==> config.mk <==
export PLATFORM = sky130hd
export DESIGN_NAME = opb_reg_slave_arb
export DESIGN_NICKNAME = d
export VERILOG_FILES = /design/src/rtl/opb_reg_slave_arb_pkg.sv /design/src/rtl/opb_reg_slave_arb.sv
export SDC_FILE = /design/constraint.sdc
export NUM_CORES = 1
export LEC_CHECK = 0
export ABC_CLOCK_PERIOD_IN_PS = 11700
export CORE_AREA = 10 10 173 175
export CTS_CLUSTER_SIZE = 25
export DETAILED_ROUTE_END_ITERATION = 16
export DIE_AREA = 0 0 183 185
export PLACE_DENSITY_LB_ADDON = 0.2
export SLEW_MARGIN = 20
export SYNTH_ARGS = -nofsm -noshare
export SYNTH_HDL_FRONTEND = slang
export SYNTH_SLANG_ARGS = --single-unit
==> constraint.sdc <==
create_clock -name OPB_Clk -period 11.7 [get_ports OPB_Clk]
set_clock_uncertainty 0.2 [all_clocks]
set_input_delay 2.34 -clock OPB_Clk [delete_from_list [all_inputs] [get_ports OPB_Clk]]
set_output_delay 2.34 -clock OPB_Clk [all_outputs]
set_load 0.05 [all_outputs]
==> src/rtl/opb_reg_slave_arb_pkg.sv <==
// Shared definitions for the OPB register-slave arbiter.
// Holds the FSM state encodings and the slot-index width helper.
package opb_reg_slave_arb_pkg;

  localparam logic [1:0] ST_IDLE   = 2'd0;
  localparam logic [1:0] ST_ACTIVE = 2'd1;
  localparam logic [1:0] ST_DONE   = 2'd2;

  localparam int ERR_W = 16;

  // A single slave still needs a one-bit slot register.
  function automatic int slot_width(input int n);
    return (n > 1) ? $clog2(n) : 1;
  endfunction

endpackage

==> src/rtl/opb_reg_slave_arb.sv <==
// Decodes one OPB master transaction onto N software-register slots, forwards the
// selected slave's ack/data upstream, and terminates silent slaves with errAck.
module opb_reg_slave_arb
  import opb_reg_slave_arb_pkg::*;
#(
  parameter int                      C_OPB_AWIDTH = 32,
  parameter int                      C_OPB_DWIDTH = 32,
  parameter logic [C_OPB_AWIDTH-1:0] C_BASEADDR   = 32'h010C0000,
  parameter int                      C_SLOT_BITS  = 8,
  parameter int                      N_SLAVES     = 8,
  parameter int                      C_TIMEOUT    = 16
) (
  input  logic                             OPB_Clk,
  input  logic                             OPB_Rst,
  input  logic [0:C_OPB_AWIDTH-1]          OPB_ABus,
  input  logic [0:C_OPB_DWIDTH/8-1]        OPB_BE,
  input  logic [0:C_OPB_DWIDTH-1]          OPB_DBus,
  input  logic                             OPB_RNW,
  input  logic                             OPB_select,
  input  logic                             OPB_seqAddr,
  output logic [0:C_OPB_DWIDTH-1]          Sl_DBus,
  output logic                             Sl_errAck,
  output logic                             Sl_retry,
  output logic                             Sl_toutSup,
  output logic                             Sl_xferAck,
  output logic [N_SLAVES-1:0]              S_select,
  output logic [0:C_OPB_AWIDTH-1]          S_ABus,
  output logic [0:C_OPB_DWIDTH-1]          S_DBus,
  output logic [0:C_OPB_DWIDTH/8-1]        S_BE,
  output logic                             S_RNW,
  input  logic [N_SLAVES*C_OPB_DWIDTH-1:0] S_rdata,
  input  logic [N_SLAVES-1:0]              S_xferAck,
  output logic [ERR_W-1:0]                 err_count
);

  localparam int                      SLOT_W      = slot_width(N_SLAVES);
  localparam int                      TMR_W       = $clog2(C_TIMEOUT) + 1;
  localparam logic [C_OPB_AWIDTH-1:0] LP_NSLOT    = C_OPB_AWIDTH'(N_SLAVES);
  localparam logic [TMR_W-1:0]        LP_TMR_LAST = TMR_W'(C_TIMEOUT - 1);

  logic [1:0]                  r_state;
  logic [SLOT_W-1:0]           r_slot;
  logic [N_SLAVES-1:0]         r_sel;
  logic [TMR_W-1:0]            r_tmr;
  logic [C_OPB_AWIDTH-1:0]     r_abus;
  logic [C_OPB_DWIDTH-1:0]     r_wdata;
  logic [C_OPB_DWIDTH/8-1:0]   r_be;
  logic                        r_rnw;
  logic [C_OPB_DWIDTH-1:0]     r_dbus;
  logic                        r_xfer_ack;
  logic                        r_err_ack;
  logic [ERR_W-1:0]            r_err_count;

  logic [C_OPB_AWIDTH-1:0]     w_offset;
  logic [C_OPB_AWIDTH-1:0]     w_slot_full;
  logic [SLOT_W-1:0]           w_slot;
  logic                        w_hit;
  logic                        w_sel_ack;
  logic [C_OPB_DWIDTH-1:0]     w_rdata [N_SLAVES];
  logic                        w_unused;

  // The subtraction wraps below the base, so the >= test is what rejects those.
  assign w_offset    = OPB_ABus - C_BASEADDR;
  assign w_slot_full = w_offset >> C_SLOT_BITS;
  assign w_slot      = w_slot_full[SLOT_W-1:0];
  assign w_hit       = OPB_select && (OPB_ABus >= C_BASEADDR) && (w_slot_full < LP_NSLOT);

  generate
    for (genvar gi = 0; gi < N_SLAVES; gi++) begin : g_rdata
      assign w_rdata[gi] = S_rdata[gi*C_OPB_DWIDTH +: C_OPB_DWIDTH];
    end
  endgenerate

  assign w_sel_ack = S_xferAck[r_slot];
  assign w_unused  = ^{OPB_seqAddr, w_offset};

  always_ff @(posedge OPB_Clk or posedge OPB_Rst) begin
    if (OPB_Rst) begin
      r_state     <= ST_IDLE;
      r_slot      <= '0;
      r_sel       <= '0;
      r_tmr       <= '0;
      r_abus      <= '0;
      r_wdata     <= '0;
      r_be        <= '0;
      r_rnw       <= 1'b0;
      r_dbus      <= '0;
      r_xfer_ack  <= 1'b0;
      r_err_ack   <= 1'b0;
      r_err_count <= '0;
    end else begin
      // Upstream responses are single-cycle pulses on a wired-OR bus.
      r_xfer_ack <= 1'b0;
      r_err_ack  <= 1'b0;
      r_dbus     <= '0;
      case (r_state)
        ST_IDLE: begin
          if (w_hit) begin
            r_state <= ST_ACTIVE;
            r_slot  <= w_slot;
            r_sel   <= N_SLAVES'(1) << w_slot;
            r_tmr   <= '0;
            r_abus  <= OPB_ABus;
            r_wdata <= OPB_DBus;
            r_be    <= OPB_BE;
            r_rnw   <= OPB_RNW;
          end
        end
        ST_ACTIVE: begin
          if (!OPB_select) begin
            r_state <= ST_IDLE;
            r_sel   <= '0;
          end else if (w_sel_ack) begin
            r_xfer_ack <= 1'b1;
            r_dbus     <= r_rnw ? w_rdata[r_slot] : '0;
            r_sel      <= '0;
            r_state    <= ST_DONE;
          end else if (r_tmr == LP_TMR_LAST) begin
            r_err_ack <= 1'b1;
            if (r_err_count != {ERR_W{1'b1}}) begin
              r_err_count <= r_err_count + 1'b1;
            end
            r_sel   <= '0;
            r_state <= ST_DONE;
          end else begin
            r_tmr <= r_tmr + 1'b1;
          end
        end
        ST_DONE: begin
          r_state <= ST_IDLE;
        end
        default: begin
          r_state <= ST_IDLE;
        end
      endcase
    end
  end

  assign Sl_DBus    = r_dbus;
  assign Sl_xferAck = r_xfer_ack;
  assign Sl_errAck  = r_err_ack;
  assign Sl_retry   = 1'b0;
  assign Sl_toutSup = (r_state == ST_ACTIVE);
  assign S_select   = r_sel;
  assign S_ABus     = r_abus;
  assign S_DBus     = r_wdata;
  assign S_BE       = r_be;
  assign S_RNW      = r_rnw;
  assign err_count  = r_err_count;

endmodule

==> metrics.md, run 1 <==
| Metric | Value |
|---|---|
| DP Worst Slack | 6.30 ns |
| Max Slew Vio Count | 0 |
| Hold-fix buffers at CTS | 0 |
| H-tree level count | 4 |
| Startpoint types | input pin |
| RR Startpoint | r_slot[1] |
| Final setup violation count | 0 |
| Period utilisation layout | 0.419 |
| DR pass1 iterations | 4 |
| Final setup margin | 6.80 ns |
| Number of I/O port buffers | 463 |
| Synth Flop Type | dfrtp_1 |
| PwrDens | 91.1 nW/um^2 |
| Worst Path Required | 11.81 ns |
| Met1 usage | 0.192 |
| Gr usage total | 0.173 |
| Pin count of the biggest net entering global routing | 72 |
| Hold Crit Class | flip-flop to flip-flop |
| CTS tree | done |
| Final setup TNS | 0 ns |
| Post-synthesis cell type count | 45 |
| Register area share after synthesis | 0.458 |
| First-pass GRT wire length | 44.1 mm |
| Vias in the first global route | 6815 |
| Avg Cell Area, Syn | 14.3 um^2 |
| Initial antenna violation count | 3 |
| Die area | 33900 um^2 |
| Row cnt | 60 |
| Critical Path Sink Type | flip-flop |
| Final WL | 30.3 mm |
| Min cycle time layout | 4.90 ns |
| Detailed Place HPWL | 24.5 mm |
| Share of post-route cells with drive strength above 1 | 0.169 |
| Antenna-violating nets left | 0 |
| Syn Nets | 853 |
| Area growth syn-to-layout | 74.9% |
| Crit path kind | input pin to flip-flop |
| YS warnings | 0 |
| Post_cts resized | 0 |
| Most frequent cells in the layout | clkdlybuf4s50_1 (463), dfrtp_1 (131), mux4_2 (64) |
| Grt total ovfl | 0 |
| Reg clk slew, reported paths | 0.07 ns |
| #FFs+latches synth | 134 |
| Die span in y | 185 um |
| Sink Count | 134 |
| Mapped cell area | 7320 um^2 |
| CTS Buf Count | 17 |
| Grt met3 use | 0.0617 |
| Post-synth ARST share | 1.00 |
| Hold Path Origin | S_ABus[13] |
| Setup bufs post-CTS | 0 |
| Wirelength per Cell | 22.9 um |
| Synth Instances | 513 |
| Status | complete, no violations |
| Vias after detailed routing | 6113 |
| First DRT Iteration DRCs | 319 |
| CP max FO | 42 |
| Most common cell after layout, fill and taps aside | clkdlybuf4s50_1 |
| Area of the core | 26600 um^2 |
| Worst slew margin | 0.352 |
| Tightest Pin Transition | 0.970 ns |
| RSZ-0062 raised after global routing | false |
| Crit. Startpoint | OPB_ABus[7] |
| Nets | 1306 |
| Final hold viol count | 0 |
| Leak Pwr | 5.08 nW |
| Initial Util | 0.275 |
| Vias per cell | 4.62 |
| # DRC | 0 |
| I/O Pins | 466 |
| Die width | 183 um |
| Root Buffer | clkbuf_16 |
| GP Congestion | 0.796 |
| Worst EP arrival | 5.01 ns |
| Max Cap Viol | 0 |
| Met2 global-route usage | 0.312 |
| Post-synth EDFFs | 0 |
| F_max | 0.204 GHz |
| Later-pin clock latency in the skew report | 0.42 ns |
| VDD IR-drop max | 0.0000908 V |
| Maximum root-to-sink buffer count | 2 |
| Busiest layer in global routing | met2 |
## cells by family after synthesis
kind of cell,synth area share
muxes,0.357
DFF,0.458
and+or+nand+nor,0.0961
buffers and inverters,0.0340
AOI/OAI and AO/OA,0.0265
xor gates and xnor gates,0.0227
adders and majority gates,0.00513
other,0.000512
## final cells by class
cell class | instances | area (um^2)
Clock buffer | 18 | 429
Antenna cell | 3 | 7.51
Clock inverter | 14 | 161
Tap cell | 341 | 427
Fill cell | 2417 | 13800
Timing Repair Buffer | 468 | 4670
Inverter | 6 | 27.5
Sequential cell | 134 | 3360
Multi-Input combinational cell | 339 | 3720
## worst paths after layout
kind	to	slack [ns]	depth (start not counted)
max in group asynchronous	r_slot[0]	7.68	3
max	S_DBus[2]	6.80	6
max reg2reg	S_select[3]	8.47	6
min	S_ABus[13]	0.26	1
min reg2reg	S_ABus[13]	0.26	1
min in group asynchronous	S_DBus[30]	2.19	2
## registers in the layout, indices dropped and copies added, names as in the netlist
signal and flops:
r_tmr 5, r_state 2, S_BE 4, err_count 16, S_RNW 1, Sl_DBus 32, S_ABus 30, Sl_errAck 1
S_select 8, Sl_xferAck 1, S_DBus 32, r_slot 2
## worst max-delay path: stages
cell	delay (ns)
clkdlybuf4s50_1	0.54
nor4b_1	0.38
nand4b_1	0.21
a2111oi_4	0.31
and2_4	0.80
mux2_2	0.41
## where the power goes
part	internal, W	switching, W	total, W
clock network	0.000319	0.000230	0.000549
registers	0.000463	0.00000000266	0.000463
logic	0.000117	0.0000376	0.000154
## metrics by stage
step                      utilization  hold slack [ns]  std cells  area (um^2)  total power [W]
after floorplan                     -            0.279        513         7320         0.000505
after global placement          0.459            0.249       1288        12200         0.000625
after detailed placement        0.459            0.254       1288        12200         0.000628
after CTS                       0.481            0.267       1320        12800          0.00118
after global routing            0.482            0.290       1323        12800          0.00121
final                           0.482            0.263       1323        12800          0.00117
## synth_stat cells (all sizes together), types with 2 or more instances
cell type | number | area [um^2]
dfrtp | 134 | 3350
mux4 | 64 | 1440
mux2 | 53 | 739
mux2i | 43 | 430
nor2 | 40 | 150
buf | 23 | 185
and2 | 20 | 128
xnor2 | 19 | 166
nand2 | 17 | 63.8
nand3 | 15 | 75.1
clkbuf | 11 | 41.3
o21ai | 9 | 45.0
nor2b | 8 | 50.1
and3 | 6 | 37.5
inv | 6 | 22.5
nand2b | 5 | 31.3
nand4 | 5 | 31.3
a211oi | 4 | 40.0
a21oi | 4 | 27.5
nor3 | 4 | 20.0
nor4 | 4 | 40.0
ha | 3 | 37.5
and4 | 2 | 17.5
nand4b | 2 | 17.5
## layer usage
| metal | wire, um | vias up | part of all wire |
|---|---|---|---|
| li1 | - | 2826 | - |
| met1 | 11300 | 2997 | 0.37 |
| met2 | 16200 | 263 | 0.54 |
| met3 | 2400 | 27 | 0.079 |
| met4 | 358 | 0 | 0.012 |
| met5 | 0 | - | 0 |
(Power assumes the default switching activity.)
==> run 2, diff against run 1 <==
- ABC_CLOCK_PERIOD_IN_PS: 11700 -> 4200
- CORE_AREA: 10 10 173 175 -> 10 10 172 174
- DIE_AREA: 0 0 183 185 -> 0 0 182 184
- clock period: 11.7 -> 4.2 ns (I/O delays scaled with it)
==> run 2 against run 1 <==
- total power rose to 2.7 times the previous value
- flip-flop and latch count unchanged
- wire length increased by 5.2%
- clock power grew to 2.6 times the previous value
- sequential power rose to 2.8 times the previous value
- first-iteration DRC count down 24%
==> metrics.md, run 2 (same netlist as run 1, synthesis figures left out) <==
| Metric | Value |
|---|---|
| Status | complete, no violations (unchanged) |
| Area growth syn-to-layout | 75.3% (was 74.9%) |
| GP Congestion | 0.815 (was 0.796) |
| Combinational power share | 0.137 (was 0.132) |
| Tightest Pin Transition | 0.905 ns (was 0.970 ns) |
| Sink Count | 134 (unchanged) |
| Power Internal | 0.00240 W (was 0.000899 W) |
| Sequential power share | 0.409 (was 0.397) |
| PwrDens | 246 nW/um^2 (was 91.1 nW/um^2) |
| RR Startpoint | r_slot[0] (was r_slot[1]) |
| Wirelength per Cell | 24.1 um (was 22.9 um) |
| Setup bufs post-CTS | 0 (unchanged) |
| Sw frac | 0.241 (was 0.229) |
| Pin count of the biggest net entering global routing | 81 (was 72) |
| Row cnt | 59 (was 60) |
| Crit path largest cell delay | 0.95 ns (was 0.80 ns) |
| Vias per cell | 4.65 (was 4.62) |
| Maximum root-to-sink buffer count | 2 (unchanged) |
| Die span in y | 184 um (was 185 um) |
| Vias after detailed routing | 6161 (was 6113) |
| Nets | 1312 (was 1306) |
| Critical Path Sink Type | output port (was flip-flop) |
| Period utilisation layout | 0.796 |
| CP max FO | 41 (was 42) |
| Most frequent cells in the layout | clkdlybuf4s50_1 (463), dfrtp_1 (131), mux4_2 (64) (unchanged) |
| Max Cap Viol | 0 (unchanged) |
| Worst slew margin | 0.397 (was 0.352) |
| Share of post-route cells with drive strength above 1 | 0.175 (was 0.169) |
| Leak Pwr | 5.11 nW (was 5.08 nW) |
| CP delay by family, top | buffers and inverters (was simple AND/OR/NAND/NOR gates) |
| Later-pin clock latency in the skew report | 0.42 ns (about the same) |
| Die area | 33500 um^2 (was 33900 um^2) |
| Hold Crit Class | flip-flop to flip-flop (unchanged) |
| Clk pwr share | 0.454 (was 0.471) |
| Final hold viol count | 0 (unchanged) |
| Vias in the first global route | 6950 (was 6815) |
| Final setup TNS | 0 ns (unchanged) |
| Crit. Startpoint | r_slot[0] (was OPB_ABus[7]) |
| DR pass1 iterations | 4 (unchanged) |
| Initial Util | 0.282 (was 0.275) |
| Initial antenna violation count | 8 (was 3) |
| Worst path slowest cell | clkdlybuf4s50_1 (was and2_4) |
| Die width | 182 um (was 183 um) |
| Crit-path cells | clkdlybuf4s50_1 (was clkdlybuf4s50_1, nor4b_1, nand4b_1, a2111oi_4, and2_4, mux2_2) |
| Hold Path Origin | S_ABus[13] (unchanged) |
| I/O Pins | 466 (unchanged) |
| Max Slew Vio Count | 0 (unchanged) |
| Final WL | 31.9 mm (was 30.3 mm) |
| NetSw | 0.000760 W (was 0.000267 W) |
| RSZ-0062 raised after global routing | false (unchanged) |
| Startpoint types | flip-flop (was input pin) |
| Final setup violation count | 0 (unchanged) |
| Most common cell after layout, fill and taps aside | clkdlybuf4s50_1 (unchanged) |
| First-pass GRT wire length | 46.4 mm (was 44.1 mm) |
| F_max | 0.299 GHz |
| Worst EP arrival | 2.30 ns (was 5.01 ns) |
| Root Buffer | clkbuf_16 (unchanged) |
| # DRC | 0 (unchanged) |
| Worst Path Required | 3.16 ns (was 11.81 ns) |
| H-tree level count | 4 (unchanged) |
| Post_cts resized | 0 (unchanged) |
| CTS tree | done (unchanged) |
| Antenna-violating nets left | 0 (unchanged) |
| VDD IR-drop max | 0.000257 V (was 0.0000908 V) |
| Total chip power | 0.00316 W (was 0.00117 W) |
| CTS Buf Count | 17 (unchanged) |
| Gr usage total | 0.185 (was 0.173) |
| Hold-fix buffers at CTS | 0 (unchanged) |
| Worst path bufs/invs | 1 (unchanged) |
| First DRT Iteration DRCs | 241 (was 319) |
| Min cycle time layout | 3.34 ns |
| Crit path kind | flip-flop to output port (was input pin to flip-flop) |
| Reg clk slew, reported paths | 0.06 ns (was 0.07 ns) |
| Area of the core | 25900 um^2 (was 26600 um^2) |
| Worst Hold Slack | 0.273 ns (was 0.263 ns) |
| Number of I/O port buffers | 463 (unchanged) |
| Detailed Place HPWL | 26.4 mm (was 24.5 mm) |
| Grt total ovfl | 0 (unchanged) |
-- run 2: power groups by stage --
stage / clock network [W] / registers, W / logic [W]
4_1_cts: 0.00149 / 0.00129 / 0.000438
2_1_floorplan: 0 / 0.00131 / 0.0000933
6_report: 0.00143 / 0.00129 / 0.000434
5_1_grt: 0.00154 / 0.00129 / 0.000464
3_5_place_dp: 0 / 0.00131 / 0.000437
3_3_place_gp: 0 / 0.00131 / 0.000430
-- run 2: final cells by class --
class / instances / area [um^2]
Sequential cell: 134 / 3360
Inverter: 6 / 26.3
Clock inverter: 15 / 134
Multi-Input combinational cell: 339 / 3720
Timing Repair Buffer: 474 / 4740
Fill cell: 2295 / 13100
Antenna cell: 4 / 10.0
Tap cell: 335 / 419
Clock buffer: 17 / 425
-- run 2: path summary, 6_finish.rpt --
check	slack, ns	end	cells after the start
max reg2reg	1.21	r_tmr[4]	6
max in group asynchronous	2.46	Sl_DBus[29]	3
min reg2reg	0.27	S_ABus[13]	1
min in group asynchronous	0.68	S_DBus[9]	3
max	0.86	S_ABus[23]	1
min	0.27	S_ABus[13]	1
-- run 2: per-stage QoR --
step / area, um^2 / util / setup WS [ns] / cells
2_1_floorplan: 7320 / - / 1.49 / 513
3_3_place_gp: 12300 / 0.473 / 0.612 / 1288
3_5_place_dp: 12300 / 0.473 / 0.603 / 1288
4_1_cts: 12800 / 0.495 / 0.767 / 1320
5_1_grt: 12800 / 0.495 / 0.685 / 1324
6_report: 12800 / 0.495 / 0.858 / 1324
-- run 2: routing by layer --
metal | track usage | vias up | wire (um)
li1 | - | 2839 | -
met1 | 0.200 | 2999 | 11800
met2 | 0.317 | 293 | 16500
met3 | 0.0868 | 22 | 3170
met4 | 0.0534 | 8 | 427
met5 | 0 | - | 57
